$ cat src/rtl/spi_bus_arbiter.sv
// Round-robin arbiter sharing one AD9361 SPI bus among several masters.
// Ownership changes are separated by a guard gap; silent owners time out.
module spi_bus_arbiter #(
  parameter int NUM_REQ      = 2,
  parameter int GUARD_CYCLES = 4,
  parameter int TIMEOUT      = 1024,
  localparam int OW = (NUM_REQ > 1) ? $clog2(NUM_REQ) : 1
) (
  input  logic               clk,
  input  logic               reset_n,
  input  logic [NUM_REQ-1:0] req,
  output logic [NUM_REQ-1:0] gnt,
  input  logic [NUM_REQ-1:0] m_sen,
  input  logic [NUM_REQ-1:0] m_sclk,
  input  logic [NUM_REQ-1:0] m_mosi,
  output logic [NUM_REQ-1:0] m_miso,
  output logic               spi_sen,
  output logic               spi_sclk,
  output logic               spi_mosi,
  input  logic               spi_miso,
  output logic [15:0]        timeout_cnt,
  output logic [OW-1:0]      owner
);

  localparam int GW = $clog2(GUARD_CYCLES + 1);
  localparam int TW = $clog2(TIMEOUT + 1);

  typedef enum logic [1:0] {
    S_IDLE,
    S_OWN,
    S_GUARD
  } state_t;

  state_t             state;
  state_t             nxt;
  logic [1:0]         rst_sync;
  logic               arb_en;
  logic [GW-1:0]      gcnt;
  logic [TW-1:0]      tcnt;
  logic               found_hi;
  logic               found_lo;
  logic [OW-1:0]      idx_hi;
  logic [OW-1:0]      idx_lo;
  logic               win_found;
  logic [OW-1:0]      win_idx;
  logic [OW-1:0]      nxt_owner;
  logic               cur_sen;
  logic               cur_sclk;
  logic               cur_mosi;
  logic               own_hold;
  logic               tmo;
  logic [NUM_REQ-1:0] gnt_nxt;

  // Arbitration stays disabled until reset release has crossed two flops
  always_ff @(posedge clk or negedge reset_n) begin
    if (!reset_n) begin
      rst_sync <= 2'b00;
    end else begin
      rst_sync <= {rst_sync[0], 1'b1};
    end
  end

  assign arb_en   = rst_sync[1];
  assign cur_sen  = m_sen[owner];
  assign cur_sclk = m_sclk[owner];
  assign cur_mosi = m_mosi[owner];

  // Lowest index above the last owner wins, else lowest index overall
  always_comb begin : rr_pick
    found_hi = 1'b0;
    found_lo = 1'b0;
    idx_hi   = '0;
    idx_lo   = '0;
    for (int i = NUM_REQ - 1; i >= 0; i--) begin
      if (req[i]) begin
        if (OW'(i) > owner) begin
          found_hi = 1'b1;
          idx_hi   = OW'(i);
        end else begin
          found_lo = 1'b1;
          idx_lo   = OW'(i);
        end
      end
    end
    win_found = found_hi | found_lo;
    win_idx   = found_hi ? idx_hi : idx_lo;
  end

  always_ff @(posedge clk or negedge reset_n) begin
    if (!reset_n) begin
      state <= S_IDLE;
    end else begin
      state <= nxt;
    end
  end

  always_comb begin
    nxt = state;
    tmo = 1'b0;
    unique case (state)
      S_IDLE: begin
        if (arb_en && win_found) nxt = S_OWN;
      end
      S_OWN: begin
        if (!req[owner] && cur_sen) begin
          nxt = S_GUARD;
        end else if (cur_sen && tcnt == TW'(TIMEOUT - 1)) begin
          nxt = S_GUARD;
          tmo = 1'b1;
        end
      end
      S_GUARD: begin
        if (gcnt == GW'(GUARD_CYCLES - 1)) nxt = S_IDLE;
      end
      default: nxt = S_IDLE;
    endcase
  end

  always_comb begin
    own_hold  = (state == S_OWN) && (nxt == S_OWN);
    nxt_owner = (state == S_IDLE) ? win_idx : owner;
    gnt_nxt   = '0;
    m_miso    = '0;
    for (int i = 0; i < NUM_REQ; i++) begin
      gnt_nxt[i] = (nxt == S_OWN) && (nxt_owner == OW'(i));
      m_miso[i]  = (state == S_OWN) && (owner == OW'(i)) && spi_miso;
    end
  end

  always_ff @(posedge clk or negedge reset_n) begin
    if (!reset_n) begin
      gcnt        <= '0;
      tcnt        <= '0;
      owner       <= OW'(NUM_REQ - 1);
      gnt         <= '0;
      spi_sen     <= 1'b1;
      spi_sclk    <= 1'b0;
      spi_mosi    <= 1'b0;
      timeout_cnt <= '0;
    end else begin
      gcnt <= (state == S_GUARD) ? gcnt + GW'(1) : '0;
      if (state == S_IDLE && nxt == S_OWN) owner <= win_idx;
      // Silence counter runs only while the owner keeps sen high
      if (state != S_OWN || !cur_sen) begin
        tcnt <= '0;
      end else begin
        tcnt <= tcnt + TW'(1);
      end
      gnt <= gnt_nxt;
      if (own_hold) begin
        spi_sen  <= cur_sen;
        spi_sclk <= cur_sclk;
        spi_mosi <= cur_mosi;
      end else begin
        spi_sen  <= 1'b1;
        spi_sclk <= 1'b0;
        spi_mosi <= 1'b0;
      end
      if (tmo && timeout_cnt != 16'hFFFF) timeout_cnt <= timeout_cnt + 16'd1;
    end
  end

endmodule
$ cat config.mk
export PLATFORM = sky130hd
export DESIGN_NAME = spi_bus_arbiter
export DESIGN_NICKNAME = d
export VERILOG_FILES = /design/src/rtl/spi_bus_arbiter.sv
export SDC_FILE = /design/constraint.sdc
export NUM_CORES = 1
export LEC_CHECK = 0
export CAP_MARGIN = 25
export CORE_UTILIZATION = 51
export DETAILED_ROUTE_END_ITERATION = 7
export GPL_ROUTABILITY_DRIVEN = 0
export PLACE_DENSITY_LB_ADDON = 0.1
export SLEW_MARGIN = 20
export SYNTH_ARGS = -nofsm -noshare
export SYNTH_HDL_FRONTEND = slang
export SYNTH_SLANG_ARGS = --single-unit
$ cat constraint.sdc
create_clock -name clk -period 2.1 [get_ports clk]
set_input_delay 0.42 -clock clk [delete_from_list [all_inputs] [get_ports clk]]
set_output_delay 0.42 -clock clk [all_outputs]
set_load 0.005 [all_outputs]
# == Word level (Yosys, flattened, before mapping) ==
# Index checks and enable logic that the tools add are counted.
# word_totals
register_bits,40
inputBits,11
out_inout_bits,24
elab_cells,77
# op_classes
n_addsub,3
magnitude_cmp,3
n_eq_ne,7
mux,35
bitwise_logic,3
n_reduce_logical,16
# ops
op,n
2-to-1 mux 1 bit,28
adder 16 x 1 -> 16 bit (second input constant),1
inequality test 16 bit (second input constant),1
logical AND 1 bit,12
adder 11 x 1 -> 11 bit (second input constant),1
== test 11 x 10 -> 1 bit (second input constant),1
2-to-1 mux 11 bit,1
2-to-1 mux 2 bit,4
one-hot mux 2 bit (3 select lines),1
== test 2 x 1 -> 1 bit (second input constant),2
adder 3 x 1 -> 3 bit (second input constant),1
== test 3 x 2 -> 1 bit (second input constant),1
2-to-1 mux 3 bit,1
== test 2 bit (second input constant),1
greater-than comparator 1 bit (first input constant),2
logical NOT 1 bit,2
logical NOT 2 bit,1
less-than comparator 1 x 2 -> 1 bit (second input constant),1
inequality test 2 x 1 -> 1 bit (second input constant),1
inverter 1 bit,2
logical OR 1 bit,1
bitwise OR 1 bit,1

# == Longest topological paths before layout ==
# Gate-level depths: netlist of the first run.
# depth
word_depth,12
depth_mapped,7
mapped_depth_nobuf,6

# == Least setup slack after synthesis of the first run ==
# OpenSTA, ideal clock, no wires.
# synth_path
kind,register to register
startpoint,register owner
endpoint,register timeout_cnt[15]
setup_ns,0.125
arrival_time_ns,1.757
required_ns,1.975
setup_slack_ns,0.218
path_stages_with_launch,7
path_buffers,1
period_less_slack_ns,1.882
cell_sequence,dfstp_2 -> mux2_2 -> and2_1 -> and3_1 -> buf_6 -> nand4_4 -> mux2_4
# synth_via
elab_chain_cells,7
elab_cells_between_ends,11
classes_between,7 x mux; 4 x reduce/logical
# synth_lines
element,line,source
"start, declared",22,output logic [OW-1:0] owner
"start signal, assigned",134,owner <= OW'(NUM_REQ - 1);
"start signal, assigned",142,if (state == S_IDLE && nxt == S_OWN) owner <= win_idx;
2-to-1 mux 1 bit (on tied branches) (2 in series),"64, 105",
logical AND 1 bit / logical NOT 1 bit (equally long branches),"107, 105",
2-to-1 mux 1 bit / logical AND 1 bit (equally long branches),"107, 105",
2-to-1 mux 1 bit (*),105,if (!req[owner] && cur_sen) begin
2-to-1 mux 1 bit (*),100,unique case (state)
logical AND 1 bit (*),159,if (tmo && timeout_cnt != 16'hFFFF) timeout_cnt <= timeout_cnt + 16'd1;
"end signal, assigned",159,
"end, declared",21,"output logic [15:0] timeout_cnt,"
# Mark *: on every way between the ends. The rest lies on a longest branch, timed or not. The select of a mux whose other input is x is not followed.
# A chain may end at the register's enable or synchronous reset.

# == Worst setup path after layout of the first run ==
# layout_path
startpoint,register state[1]
endpoint,output m_miso[1]
# layout_via
elab_chain_cells,3
# layout_lines
element,line,source
"start, declared",34,state_t state;
"start signal, assigned",93,state <= nxt;
== test 2 x 1 -> 1 bit,126,m_miso[i] = (state == S_OWN) && (owner == OW'(i)) && spi_miso;
logical AND 1 bit (2 in series),126,
"end, declared",16,"output logic [NUM_REQ-1:0] m_miso,"
# Every way passes these cells.

==> metrics.cfg, run 1 <==
[synthesis]
synth_cell_type_count = 41
yosysTopAreaCell = dfrtp_1
synth_area_leaders = dfrtp_1 50%, nor2_1 5.3%, xor2_1 5.1%, xnor2_1 3.7%, nand2_1 3.2%
ys_seq_elements = 40
synth_ff_type = dfrtp_1
synth_top_area_share_pct = 50.2
synth_edf_count = 0
syn_area_um2 = 1900
syn_inst = 174
avgSynthCellArea_um2 = 10.9
yosysSeqAreaShare_pct = 52.9
syn-num-nets = 189
synth_warnings = 0
synth_async_sr_flop_share_pct = 100

[cts]
clockBufferDepth = 2
clk_pin_slew_ns = 0.07
cts_setup_buffers = 0
cts-buffers-inserted = 5
clkLatencyLatePin_ns = 0.29
cts_tree = done
ctsHtreeMaxLevel = 2
cts.sinks = 40
root_buffer = clkbuf_8
cts_hold_buf = 0

[pwr]
internal-power_mw = 1.36
swShare_pct = 27.6
pwr-share-seq_pct = 48.5
clkPwrFrac_pct = 27.6
p_switching_mw = 0.519
power_frac_comb_pct = 23.9
power_mw = 1.88
ir_worst_vdd_v = 0.000524
p_leak_nw = 1.09
p_per_area_nw_per_um2 = 783

[detailed_routing]
drt_iter0_drc = 86
dr.pass1.iters = 4
totalWireLength_um = 3630
drc_errors = 0
post_drt_wl_per_cell_um = 13.7
ant_nets = 0
viasPerCell = 5.39
num_vias = 1422

[global_route]
globalRouteOverflowTotal = 0
grt_pass1_wl_um = 6340
globalRouteMet2Util_pct = 35.1
grt-busiest-layer = met2
grt_pass1_vias = 1434
grt_antenna_before_repair = 0
met3_usage_pct = 5.84
grt_usage_pct = 21.0
grt_start_max_net_pins = 41
grt_use_met1_pct = 25.5

[cells_and_area]
syn_to_final_growth_pct = 26.9
instances_no_fill = 264
nets = 232
num_antenna_cells = 0
fillers = 257
drive_gt1_share_pct = 12.8

[sta]
hold_slack_ns = 0.180
fin_skew_ns = 0.00303
period_minus_slack_ns = 2.00
rsz0062_at_grt = no
hold_viol = 0
finalSetupViolCount = 0
fin_ws_ns = 0.103
drv_slew = 0
finalCritPeriodShare_pct = 95.1
max_freq_ghz = 0.501

[placement]
placedCellCount = 256
dp_hpwl_um = 2610
place_ws_ns = -0.0166
port_buffers = 34

[worst_setup_path]
cp.required_ns = 1.68
worstPathArrival_ns = 1.58
crit_fanout = 6
reg2reg_depth = 7
r2r_slack_ns = 0.13
crit_type = register to output pin
crit_path_start_kind = register
endpoint_kind = output pin

[run_status]
status = finished clean

[floorplanning]
rows = 21
start_util_pct = 55.1
io_pins = 35
die_h_um = 63.0
die_x_um = 63.0
fp.coreArea_um2 = 3440
dieArea_um2 = 3960

[flow_run]
max_cap_viol_count = 0

[worst_hold_path]
hold_class = input port to asynchronous set/reset pin

-- sequential cells by signal, summed over array words and instances (netlist names), 2 cells and up --
| signal | count |
|---|---|
| timeout_cnt | 16 |
| tcnt | 11 |
| gcnt | 3 |
| gnt | 2 |
| rst_sync | 2 |
| state | 2 |
-- power groups by stage --
stage | combinational, mW | clock (mW) | sequential, mW
after detailed placement | 0.442 | 0 | 0.925
after floorplan | 0.225 | 0 | 0.916
after global routing | 0.501 | 0.570 | 0.928
after global placement | 0.429 | 0 | 0.923
after CTS | 0.448 | 0.526 | 0.912
final | 0.451 | 0.519 | 0.914
-- kinds of logic after synthesis --
| kind of cell | count (synthesis) | synth area share [%] |
|---|---|---|
| AO/OA/AOI/OAI | 14 | 6.60 |
| XOR/XNOR | 19 | 8.78 |
| adder cells (fa/ha/maj) | 4 | 2.64 |
| buffers and inverters | 8 | 2.11 |
| flip-flops | 40 | 52.9 |
| multiplexers | 5 | 3.23 |
| other | 1 | 0.198 |
| AND/OR/NAND/NOR | 83 | 23.5 |
-- critical path, stage by stage, from the launching register on --
cell	delay [ns]
dfrtp_1	0.42
nor2b_4	0.19
and3_1	0.18
clkdlybuf4s50_1	0.50
-- synth_stat cells (2+ instances only) --
library cell   n
dfrtp_1       38
nor2_1        27
nand2_1       16
xor2_1        11
nand3_1       10
and3_1         8
xnor2_1        8
nand4_1        6
ha_1           4
inv_1          4
a31oi_1        3
nor2b_1        3
nor3_2         3
buf_2          2
dfstp_2        2
mux2_4         2
mux2i_1        2
nand2b_1       2
-- stage by stage --
step / setup TNS, ns / area (µm²) / utilization [%]
2_1_floorplan: 0 / 1900 / -
3_3_place_gp: 0 / 2310 / 67.1
3_5_place_dp: -0.0439 / 2310 / 67.1
4_1_cts: 0 / 2400 / 69.8
5_1_grt: 0 / 2410 / 69.9
6_report: 0 / 2410 / 69.9
-- layout make-up --
cell class                 count  area (µm²)  area share, %
timing repair buffer          40         380           15.8
sequential                    40        1000           41.7
inverter                       4        15.0          0.624
clock buffer                   8        90.1           3.74
tap                           46        57.6           2.39
multi-input combinational    126         860           35.7
-- final timing paths --
path,end,startpoint
worst max register to register,timeout_cnt[10],tcnt[0]
max in group asynchronous,owner,reset_n
worst min-delay path,timeout_cnt[4],reset_n
worst max-delay path,m_miso[1],state[1]
min in group clk,rst_sync[1],rst_sync[0]
worst min register to register,rst_sync[1],rst_sync[0]
-- metal layers --
metal | up-vias | part of all wire, %
met1 | 689 | 45
met5 | - | 0
met3 | 6 | 4.7
met4 | 0 | 1.5
met2 | 45 | 48
li1 | 682 | -
-- layout by cell type, fill, tap and decap left out, drive strengths merged, types with 2 or more instances in the layout --
cell type and n:
and3 8, a31oi 3, xor2 11, mux2 3, xnor2 8, mux2i 2
clkbuf 8, dfrtp 38, nand4 7, nor2b 3, nand2 16, nor2 27
nor3 4, dfstp 2, inv 4, clkdlybuf4s50 33, ha 4, nand2b 2
buf 7, nand3 11
-- what timing repair did --
action                     in CTS  in global routing
resized for setup               1                  1
setup endpoints to repair       2                  9
pin swaps                       0                  1
Note: power is estimated with default switching activity, not from simulation.
==> run 2, diff against run 1 <==
- CORE_UTILIZATION: 51 -> 55
- DONT_BUFFER_PORTS: unset -> 1
==> run 2 against run 1 <==
Net effect:
- non-clock buffer count decreased by 32
- clock skew increased by 0.010 ns
- global-route usage grew 0.40 points
- first-iteration DRC count is 45% lower
- setup slack gained 0.020 ns
- critical path type is now register to register
- highest routed layer unchanged
==> metrics.cfg, run 2 (same netlist as run 1, synthesis figures left out) <==
[run_status]
status = finished clean

[pwr]
ir_worst_vdd_v = 0.000566
p_per_area_nw_per_um2 = 864
power_mw = 1.81
p_leak_nw = 0.983

[cells_and_area]
num_antenna_cells = 0
largest_reg_flops = 16
instances_no_fill = 230
syn_to_final_growth_pct = 10.6
mostFrequentLayoutCell = dfrtp_1
fin_area_um2 = 2100
fin_util_pct = 66.5
largest_registers = timeout_cnt x16, tcnt x11, gcnt x3
nets = 200
largest-register = timeout_cnt
layout_common_cells = 38 x dfrtp_1, 27 x nor2_1, 16 x nand2_1
drive_gt1_share_pct = 15.6

[detailed_routing]
ant_nets = 0
drc_errors = 0
drt_iter0_drc = 47
viasPerCell = 5.67
post_drt_wl_per_cell_um = 14.7
num_vias = 1304
dr.pass1.iters = 4
totalWireLength_um = 3390

[worst_setup_path]
reg2reg_depth = 4
cp_top_family = simple AND/OR/NAND/NOR gates
critPathMaxStageDelay_ns = 0.50
critical_path_depth = 4
crit_path_cell_trace = nand3_1 -> or3_1 -> o2111ai_4 -> mux2_4
path_buf_inv = 0
worstPathArrival_ns = 2.22
endpoint_kind = register
slowest_stage = dfrtp_1
crit_fanout = 10
cp.required_ns = 2.35
crit_path_start_kind = register
crit_type = register to register

[sta]
fin_skew_ns = 0.0132
hold_viol = 0
fin_setup_tns_ns = 0
period_minus_slack_ns = 1.98
finalCritPeriodShare_pct = 94.2
drv_slew = 0
max_freq_ghz = 0.506
finalSetupViolCount = 0

[placement]
dp_hpwl_um = 2380
placedCellCount = 218
placed_area_um2 = 1960
port_buffers = 0

[worst_hold_path]
hold_class = input port to register
whs_path_depth = 2

[floorplanning]
fp.coreArea_um2 = 3150
die_x_um = 60.7
io_pins = 35
die_h_um = 60.7
dieArea_um2 = 3690
rows = 20
start_util_pct = 60.1

[global_route]
globalRouteOverflowTotal = 0
grt_usage_pct = 21.4
grt_pass1_wl_um = 5660
grt_start_max_net_pins = 41
grt_pass1_vias = 1271
grt_antenna_before_repair = 0

[cts]
clk_pin_slew_ns = 0.12
ctsHtreeMaxLevel = 2
cts.sinks = 40
root_buffer = clkbuf_4
clkLatencyLatePin_ns = 0.35
cts-buffers-inserted = 5
clockBufferDepth = 2
cts_tree = done
cts_resized = 0

[flow_run]
max_cap_viol_count = 0

[run 2: changes by cell type in the layout (fill, tap and decap cells not counted), sizes merged]
cell	delta
clkbuf	-1
bufinv	+1
clkdlybuf4s50	-33
dlygate4sd3	+1
[run 2: final cells by class]
class | instances | area [µm²]
tap | 44 | 55.1
fill | 263 | 1060
clock inverter | 1 | 30.0
multi-input combinational | 126 | 852
sequential | 40 | 1000
clock buffer | 7 | 65.1
inverter | 4 | 15.0
timing repair buffer | 8 | 75.1
[run 2: per-layer routing]
layer	up-vias	part of all wire, %	global-route usage, %	routed length, µm
met2	41	49	37.0	1670
li1	621	-	-	-
met4	0	1.9	8.77	65
met5	-	0	0	0
met1	635	42	24.2	1440
met3	7	6.4	7.46	218
[run 2: per-stage QoR]
stage | setup WS [ns] | hold WS (ns)
final | 0.122 | 0.201
after CTS | 0.108 | 0.183
after floorplan | 0.218 | 0.124
after detailed placement | 0.139 | 0.125
after global placement | 0.177 | 0.125
after global routing | -0.0123 | 0.181
[run 2: repair_timing]
action,in CTS,in global routing
hold endpoints to repair,40,0
setup buffers,0,2
endpoints found under the setup margin,0,2
hold buffers,2,0
[run 2: power breakdown]
group	internal, mW	switching, mW	total (mW)	leakage, nW
Clock	0.316	0.249	0.565	0.0515
Sequential	0.859	0.0479	0.907	0.541
Combinational	0.137	0.201	0.338	0.390
Total	1.31	0.498	1.81	0.983
[run 2: worst paths after layout]
path / slack [ns] / start / endpoint
min in group asynchronous: 0.51 / reset_n / timeout_cnt[14]
max: 0.12 / timeout_cnt[7] / timeout_cnt[1]
max reg2reg: 0.12 / timeout_cnt[7] / timeout_cnt[1]
min reg2reg: 0.37 / rst_sync[0] / rst_sync[1]
max in group asynchronous: 1.33 / reset_n / owner
min: 0.20 / req[1] / gnt[1]
==> run 3, diff against run 2 <==
- CTS_BUF_LIST: unset -> sky130_fd_sc_hd__clkbuf_2 sky130_fd_sc_hd__clkbuf_4 sky130_fd_sc_hd__clkbuf_8
- CTS_CLUSTER_SIZE: unset -> 12
==> results of run 3 <==
No change in the layout: final DEF, timing and power equal those of run 2.
